--- src/rtl/reg_file_bank_if.sv ---
// Register file bank port bundle: write port, two read ports and clear control.
// master drives requests, slave is the register file.
interface reg_file_bank_if #(
    parameter int DATA_W = 32,
    parameter int ADDR_W = 4
);
    logic              wr_en;
    logic [ADDR_W-1:0] wr_addr;
    logic [DATA_W-1:0] BusMuxOut;
    logic [ADDR_W-1:0] rd_a_addr;
    logic [DATA_W-1:0] rd_a_data;
    logic [ADDR_W-1:0] rd_b_addr;
    logic [DATA_W-1:0] rd_b_data;
    logic              init_req;
    logic              busy;
    logic              wr_err;

    modport master (
        output wr_en, wr_addr, BusMuxOut,
        output rd_a_addr, rd_b_addr, init_req,
        input  rd_a_data, rd_b_data, busy, wr_err
    );

    modport slave (
        input  wr_en, wr_addr, BusMuxOut,
        input  rd_a_addr, rd_b_addr, init_req,
        output rd_a_data, rd_b_data, busy, wr_err
    );
endinterface

--- src/rtl/reg_file_bank.sv ---
// Register file with one write port, two registered write-first read ports
// and a sequential clear sweep. Optional macro REGFILE_R0_ZERO_EN ties reg 0 to zero.
module reg_file_bank #(
    parameter int DATA_W   = 32,
    parameter int NUM_REGS = 16
) (
    input logic               clk,
    input logic               clr,
    reg_file_bank_if.slave    bus
);
    localparam int ADDR_W = $clog2(NUM_REGS);
    localparam logic [ADDR_W:0]   NREG = (ADDR_W+1)'(NUM_REGS);
    localparam logic [ADDR_W-1:0] LAST = ADDR_W'(NUM_REGS - 1);

    typedef enum logic {IDLE, CLEAR} state_t;

    state_t            state;
    logic [ADDR_W-1:0] cnt;
    logic              busy_q;
    logic              wr_err_q;
    logic [DATA_W-1:0] regs [NUM_REGS];
    logic [DATA_W-1:0] rd_a_q;
    logic [DATA_W-1:0] rd_b_q;

    logic              w_en;
    logic [ADDR_W-1:0] w_idx;
    logic [DATA_W-1:0] w_data;
    logic [DATA_W-1:0] rd_a_nxt;
    logic [DATA_W-1:0] rd_b_nxt;

    // Select this cycle's single register write: the sweep owns the port in CLEAR.
    always_comb begin
        w_en   = 1'b0;
        w_idx  = bus.wr_addr;
        w_data = bus.BusMuxOut;
        if (state == CLEAR) begin
            w_en   = 1'b1;
            w_idx  = cnt;
            w_data = '0;
        end else if (bus.wr_en && ({1'b0, bus.wr_addr} < NREG)) begin
            w_en = 1'b1;
        end
`ifdef REGFILE_R0_ZERO_EN
        if (w_idx == '0) w_en = 1'b0;
`endif
    end

    // Read muxes with write-first bypass; out-of-range indices read zero.
    always_comb begin
        rd_a_nxt = '0;
        rd_b_nxt = '0;
        if ({1'b0, bus.rd_a_addr} < NREG) begin
            if (w_en && w_idx == bus.rd_a_addr) rd_a_nxt = w_data;
            else                                rd_a_nxt = regs[bus.rd_a_addr];
        end
        if ({1'b0, bus.rd_b_addr} < NREG) begin
            if (w_en && w_idx == bus.rd_b_addr) rd_b_nxt = w_data;
            else                                rd_b_nxt = regs[bus.rd_b_addr];
        end
`ifdef REGFILE_R0_ZERO_EN
        if (bus.rd_a_addr == '0) rd_a_nxt = '0;
        if (bus.rd_b_addr == '0) rd_b_nxt = '0;
`endif
    end

    // Clear-sweep FSM with registered busy and write-rejection pulse.
    always_ff @(posedge clk) begin
        if (clr) begin
            state    <= IDLE;
            cnt      <= '0;
            busy_q   <= 1'b0;
            wr_err_q <= 1'b0;
        end else begin
            wr_err_q <= bus.wr_en && (state == CLEAR);
            unique case (state)
                IDLE: begin
                    if (bus.init_req) begin
                        state  <= CLEAR;
                        cnt    <= '0;
                        busy_q <= 1'b1;
                    end
                end
                CLEAR: begin
                    if (cnt == LAST) begin
                        state  <= IDLE;
                        cnt    <= '0;
                        busy_q <= 1'b0;
                    end else begin
                        cnt <= cnt + 1'b1;
                    end
                end
                default: state <= IDLE;
            endcase
        end
    end

    // Register array and registered read data.
    always_ff @(posedge clk) begin
        if (clr) begin
            for (int i = 0; i < NUM_REGS; i++) regs[i] <= '0;
            rd_a_q <= '0;
            rd_b_q <= '0;
        end else begin
            if (w_en) regs[w_idx] <= w_data;
            rd_a_q <= rd_a_nxt;
            rd_b_q <= rd_b_nxt;
        end
    end

    assign bus.rd_a_data = rd_a_q;
    assign bus.rd_b_data = rd_b_q;
    assign bus.busy      = busy_q;
    assign bus.wr_err    = wr_err_q;
endmodule

--- src/flat_wrapper.sv ---
// flat-port wrapper written by rule: the top's interface ports become plain ports
module reg_file_bank_flat 
#(
    parameter int DATA_W   = 32,
    parameter int NUM_REGS = 16
)
  (clk, clr, bus_wr_en, bus_wr_addr, bus_BusMuxOut, bus_rd_a_addr, bus_rd_b_addr, bus_init_req, bus_rd_a_data, bus_rd_b_data, bus_busy, bus_wr_err);
  reg_file_bank_if #(.DATA_W(DATA_W), .ADDR_W((4))) bus_i ();
  input logic clk;
  input logic clr;
  input wire logic [$bits(bus_i.wr_en)-1:0] bus_wr_en;
  input wire logic [$bits(bus_i.wr_addr)-1:0] bus_wr_addr;
  input wire logic [$bits(bus_i.BusMuxOut)-1:0] bus_BusMuxOut;
  input wire logic [$bits(bus_i.rd_a_addr)-1:0] bus_rd_a_addr;
  input wire logic [$bits(bus_i.rd_b_addr)-1:0] bus_rd_b_addr;
  input wire logic [$bits(bus_i.init_req)-1:0] bus_init_req;
  output wire logic [$bits(bus_i.rd_a_data)-1:0] bus_rd_a_data;
  output wire logic [$bits(bus_i.rd_b_data)-1:0] bus_rd_b_data;
  output wire logic [$bits(bus_i.busy)-1:0] bus_busy;
  output wire logic [$bits(bus_i.wr_err)-1:0] bus_wr_err;
  assign bus_i.wr_en = bus_wr_en;
  assign bus_i.wr_addr = bus_wr_addr;
  assign bus_i.BusMuxOut = bus_BusMuxOut;
  assign bus_i.rd_a_addr = bus_rd_a_addr;
  assign bus_i.rd_b_addr = bus_rd_b_addr;
  assign bus_i.init_req = bus_init_req;
  assign bus_rd_a_data = bus_i.rd_a_data;
  assign bus_rd_b_data = bus_i.rd_b_data;
  assign bus_busy = bus_i.busy;
  assign bus_wr_err = bus_i.wr_err;
  reg_file_bank #(.DATA_W(DATA_W), .NUM_REGS(NUM_REGS)) u_core (.clk(clk), .clr(clr), .bus(bus_i));
endmodule
--- config.mk ---
export PLATFORM = sky130hd
export DESIGN_NAME = reg_file_bank_flat
export DESIGN_NICKNAME = d
export VERILOG_FILES = /design/src/rtl/reg_file_bank_if.sv /design/src/rtl/reg_file_bank.sv /design/src/flat_wrapper.sv
export SDC_FILE = /design/constraint.sdc
export NUM_CORES = 1
export LEC_CHECK = 0
export CORE_UTILIZATION = 55
export DETAILED_ROUTE_END_ITERATION = 12
export PLACE_DENSITY = 0.79
export SLEW_MARGIN = 40
export SYNTH_ARGS = -nofsm -noshare
export SYNTH_HDL_FRONTEND = slang
export SYNTH_SLANG_ARGS = --single-unit
export TNS_END_PERCENT = 5
--- constraint.sdc ---
create_clock -name clk -period 2.4 [get_ports clk]
set_clock_uncertainty 0.05 [all_clocks]
set_input_delay 0.24 -clock clk [delete_from_list [all_inputs] [get_ports clk]]
set_output_delay 0.24 -clock clk [all_outputs]
set_load 0.05 [all_outputs]
==> results.txt <==
----------------------------------------------------
[Worst setup path]
  Nature of the critical path startpoint ... flop
  Arrival time reported for the critical path endpoint ... 2.55 ns
  Crit path largest cell delay ... 0.52 ns
  Cell with the most instances on the worst path ... sky130_fd_sc_hd__buf_4
  CP Capture Type ... flop
  Critical R2R Launch ... u_core.state
  Worst-path cell chain ... buf_4 -> buf_4 -> nand3b_1 -> o31ai_1 -> buf_4 -> nand2_1 -> buf_4 -> nor2_1
  Family with the most delay on the worst path ... buffers and inverters
  Required time of the critical path ... 2.70 ns
  Slowest stage cell, crit path ... sky130_fd_sc_hd__buf_4
  Startpoint of the most critical setup path ... u_core.state
  Category of the critical setup timing path ... reg2reg
  Number of buffers and inverters on the critical path ... 4
  Critical path fanouts, max ... 32

[Power]
  Maximum ir drop on the vdd rail ... 584 uV
  Share of power burned in registers ... 0.478
  Leak Pwr ... 11.6 nW
  Switching fraction of total power ... 0.247
  Internal Power ... 0.0185 W
  Power per cell area ... 734 nW/um^2
  Power after layout ... 0.0246 W
  Switching power ... 0.00607 W
  Combinational cell fraction of total power ... 0.136
  Clk pwr share ... 0.385

[Clock network]
  Worst skew pair latency ... 0.63 ns
  Number of buffers added for setup after CTS ... 0
  CTS tree ... built
  Clk sinks ... 583
  Number of buffers added by the clock tree synthesis step ... 58
  Master cell of the clock root buffer ... sky130_fd_sc_hd__clkbuf_16
  Clock-pin slew reported for the worst setup and hold paths after clock tree synthesis ... 0.06 ns
  Htree depth ... 2
  Maximum buffer depth of the clock tree ... 3

[Hold path]
  Worst hold-check path type ... in2reg
  Startpoint of the tightest hold check path ... bus_wr_en

[Cells and area]
  Fraction of final layout cells with drive strength greater than 1 ... 0.279
  Diode insertion count for antenna repair ... 0
  Most common library cell in the layout ignoring fill and taps ... sky130_fd_sc_hd__nor2_1
  Layout overhead on the synthesized area ... 16.4%
  Net count of the finished layout ... 2128
  Number of fillers in the final layout ... 3460
  Most frequent cells in the layout ... sky130_fd_sc_hd__nor2_1 (586), sky130_fd_sc_hd__edfxtp_1 (512), sky130_fd_sc_hd__mux4_2 (256), sky130_fd_sc_hd__a22o_1 (128), sky130_fd_sc_hd__clkdlybuf4s50_1 (109)

[Floorplan]
  Initial Utilization ... 0.559
  Die Span Y ... 231 um
  Ports ... 114
  Floorplan die area ... 53100 um^2
  CORE AREA ... 51400 um^2
  Rows ... 83
  Die width ... 231 um

[Logic synthesis]
  Count of mapped cells out of synthesis ... 1976
  Number of enable-type register cells in the synthesized netlist ... 512
  Count of yosys warnings during synthesis ... 0
  Synthesized flop and latch total ... 583
  Average footprint of a synthesized cell ... 14.5 um^2
  Post-synthesis cell area ... 28700 um^2
  Sequential fraction of the synthesis area ... 0.585
  Post-synthesis async set-or-reset flop share ... 0
  Syn Nets ... 2025
  Commonest register cell after synthesis ... sky130_fd_sc_hd__edfxtp_1
  Number of distinct library cells after synthesis ... 41

[Timing]
  Final setup vio count ... 0
  Slew headroom ... 0.440
  Measured slew at the worst slew-check pin ... 0.840 ns
  Final count of hold timing violations ... 0
  Final hold slack ... 0.216 ns
  Final-report max-slew violation count ... 0
  Time the final worst path needs with I/O delays and setup ... 2.26 ns
  Max Clk Rate ... 443 MHz
  Final Cycle Share ... 0.941
  RSZ-0062 raised after global routing ... no

[Route]
  DRC ... 0
  First DRT Iteration DRCs ... 2899
  Wire length reported by the detailed router ... 84400 um
  DRT Pass-1 Iters ... 6
  Average vias per placed instance ... 6.92
  Avg WL per Cell ... 30.1 um
  ANT nets after route ... 0
  Via count ... 19.4k

[Placement]
  Routability congestion estimate ... 0.871
  Post-detailed-placement half-perimeter wirelength ... 50600 um
  Input/output buffers ... 113

[Global route]
  Antenna violations before repair ... 0
  Vias in the first global route ... 19.8k
  Remaining global-route overflow ... 0
  Pin count of the biggest net entering global routing ... 49
  Wire length of the first global-routing pass ... 124000 um
  Total routing resource utilization after global routing ... 0.319

[Job]
  Count of maximum capacitance violations ... 0

[Status]
  Run status ... finished clean

----------------------------------------------------
## registers in the layout, summed over array words and instances, names as in the netlist
register              flops
u_core.regs             512
u_core.bus.rd_a_data     32
u_core.bus.rd_b_data     32
u_core.cnt                4
u_core.bus.busy           1
u_core.bus.wr_err         1
u_core.state              1
## logic make-up after synthesis
family,synth area share
adder cells (fa/ha/maj),0.000436
flip-flops,0.585
AND/OR/NAND/NOR,0.0969
multiplexers,0.202
XOR/XNOR,0.00305
buffers and inverters,0.0427
AO/OA/AOI/OAI,0.0698
## final timing paths
kind	slack (ns)	cells after the start	endpoint
hold / removal	0.22	3	u_core.bus.wr_err
setup reg to reg	0.14	8	u_core.regs[6][9]
hold reg to reg	0.45	2	u_core.bus.busy
setup / recovery	0.14	8	u_core.regs[6][9]
## cell usage after synthesis (all sizes together) (2+ instances only)
cell type    n  area (um^2)
o22ai       64          776
nor4         2         25.0
buf        102          751
edfxtp     512        15400
and2         4         26.3
clkbuf     124          465
nand2b      51          324
nor3b        3         22.5
a22oi        2         15.0
nor2b        7         43.8
a22o       128         1120
or2          2         12.5
nor2       588         2210
a21oi        6         30.0
o21ai        5         25.0
mux4       256         5770
dfxtp       71         1420
mux2i        3         42.5
nand2       20         75.1
xnor2       10         87.6
inv          3         11.3
nand3b       3         22.5
## layer usage
metal / vias up / track usage / wire, um
met4: 0 / 0.141 / 3790
met1: 9684 / 0.421 / 28400
met5: - / 0 / 0
li1: 7702 / - / -
met3: 297 / 0.0746 / 11900
met2: 1765 / 0.511 / 40300
## per-stage QoR
| step | setup slack, ns | utilization | setup TNS, ns | instances | instance area [um^2] |
|---|---|---|---|---|---|
| floorplan | -0.166 | - | -15.90 | 1976 | 28700 |
| global placement | 0.0812 | 0.612 | 0 | 2698 | 31400 |
| detailed placement | 0.0261 | 0.612 | 0 | 2699 | 31500 |
| CTS | 0.129 | 0.650 | 0 | 2809 | 33400 |
| global route | 0.0982 | 0.650 | 0 | 2809 | 33400 |
| finish | 0.143 | 0.650 | 0 | 2809 | 33400 |
## worst min-delay path, delay by kind of cell
| kind | cells | cell delay [ns] |
|---|---|---|
| buf+inv | 1 | 0.48 |
| simple gates | 2 | 0.14 |
## timing repair
item,in CTS,in global routing
gates resized for setup,0,1
hold buffers,0,0
endpoints found under the setup margin,0,1
## area by class of cell
class / count / area, um^2 / area share
tap: 680 / 851 / 0.0254
timing repair buffer: 269 / 3010 / 0.0901
multi-input combinational: 1164 / 10800 / 0.323
sequential: 583 / 16800 / 0.502
inverter: 3 / 11.3 / 0.000337
clock buffer: 85 / 1680 / 0.0501
clock inverter: 25 / 299 / 0.00894
## power groups by stage
stage	registers, W	clock network, W	logic, W
after floorplan	0.0122	0	0.00180
after global placement	0.0119	0	0.00324
after detailed placement	0.0119	0	0.00328
after CTS	0.0117	0.00950	0.00330
after global routing	0.0118	0.00985	0.00345
final	0.0117	0.00947	0.00335
Power figures use the tool's default switching activity.
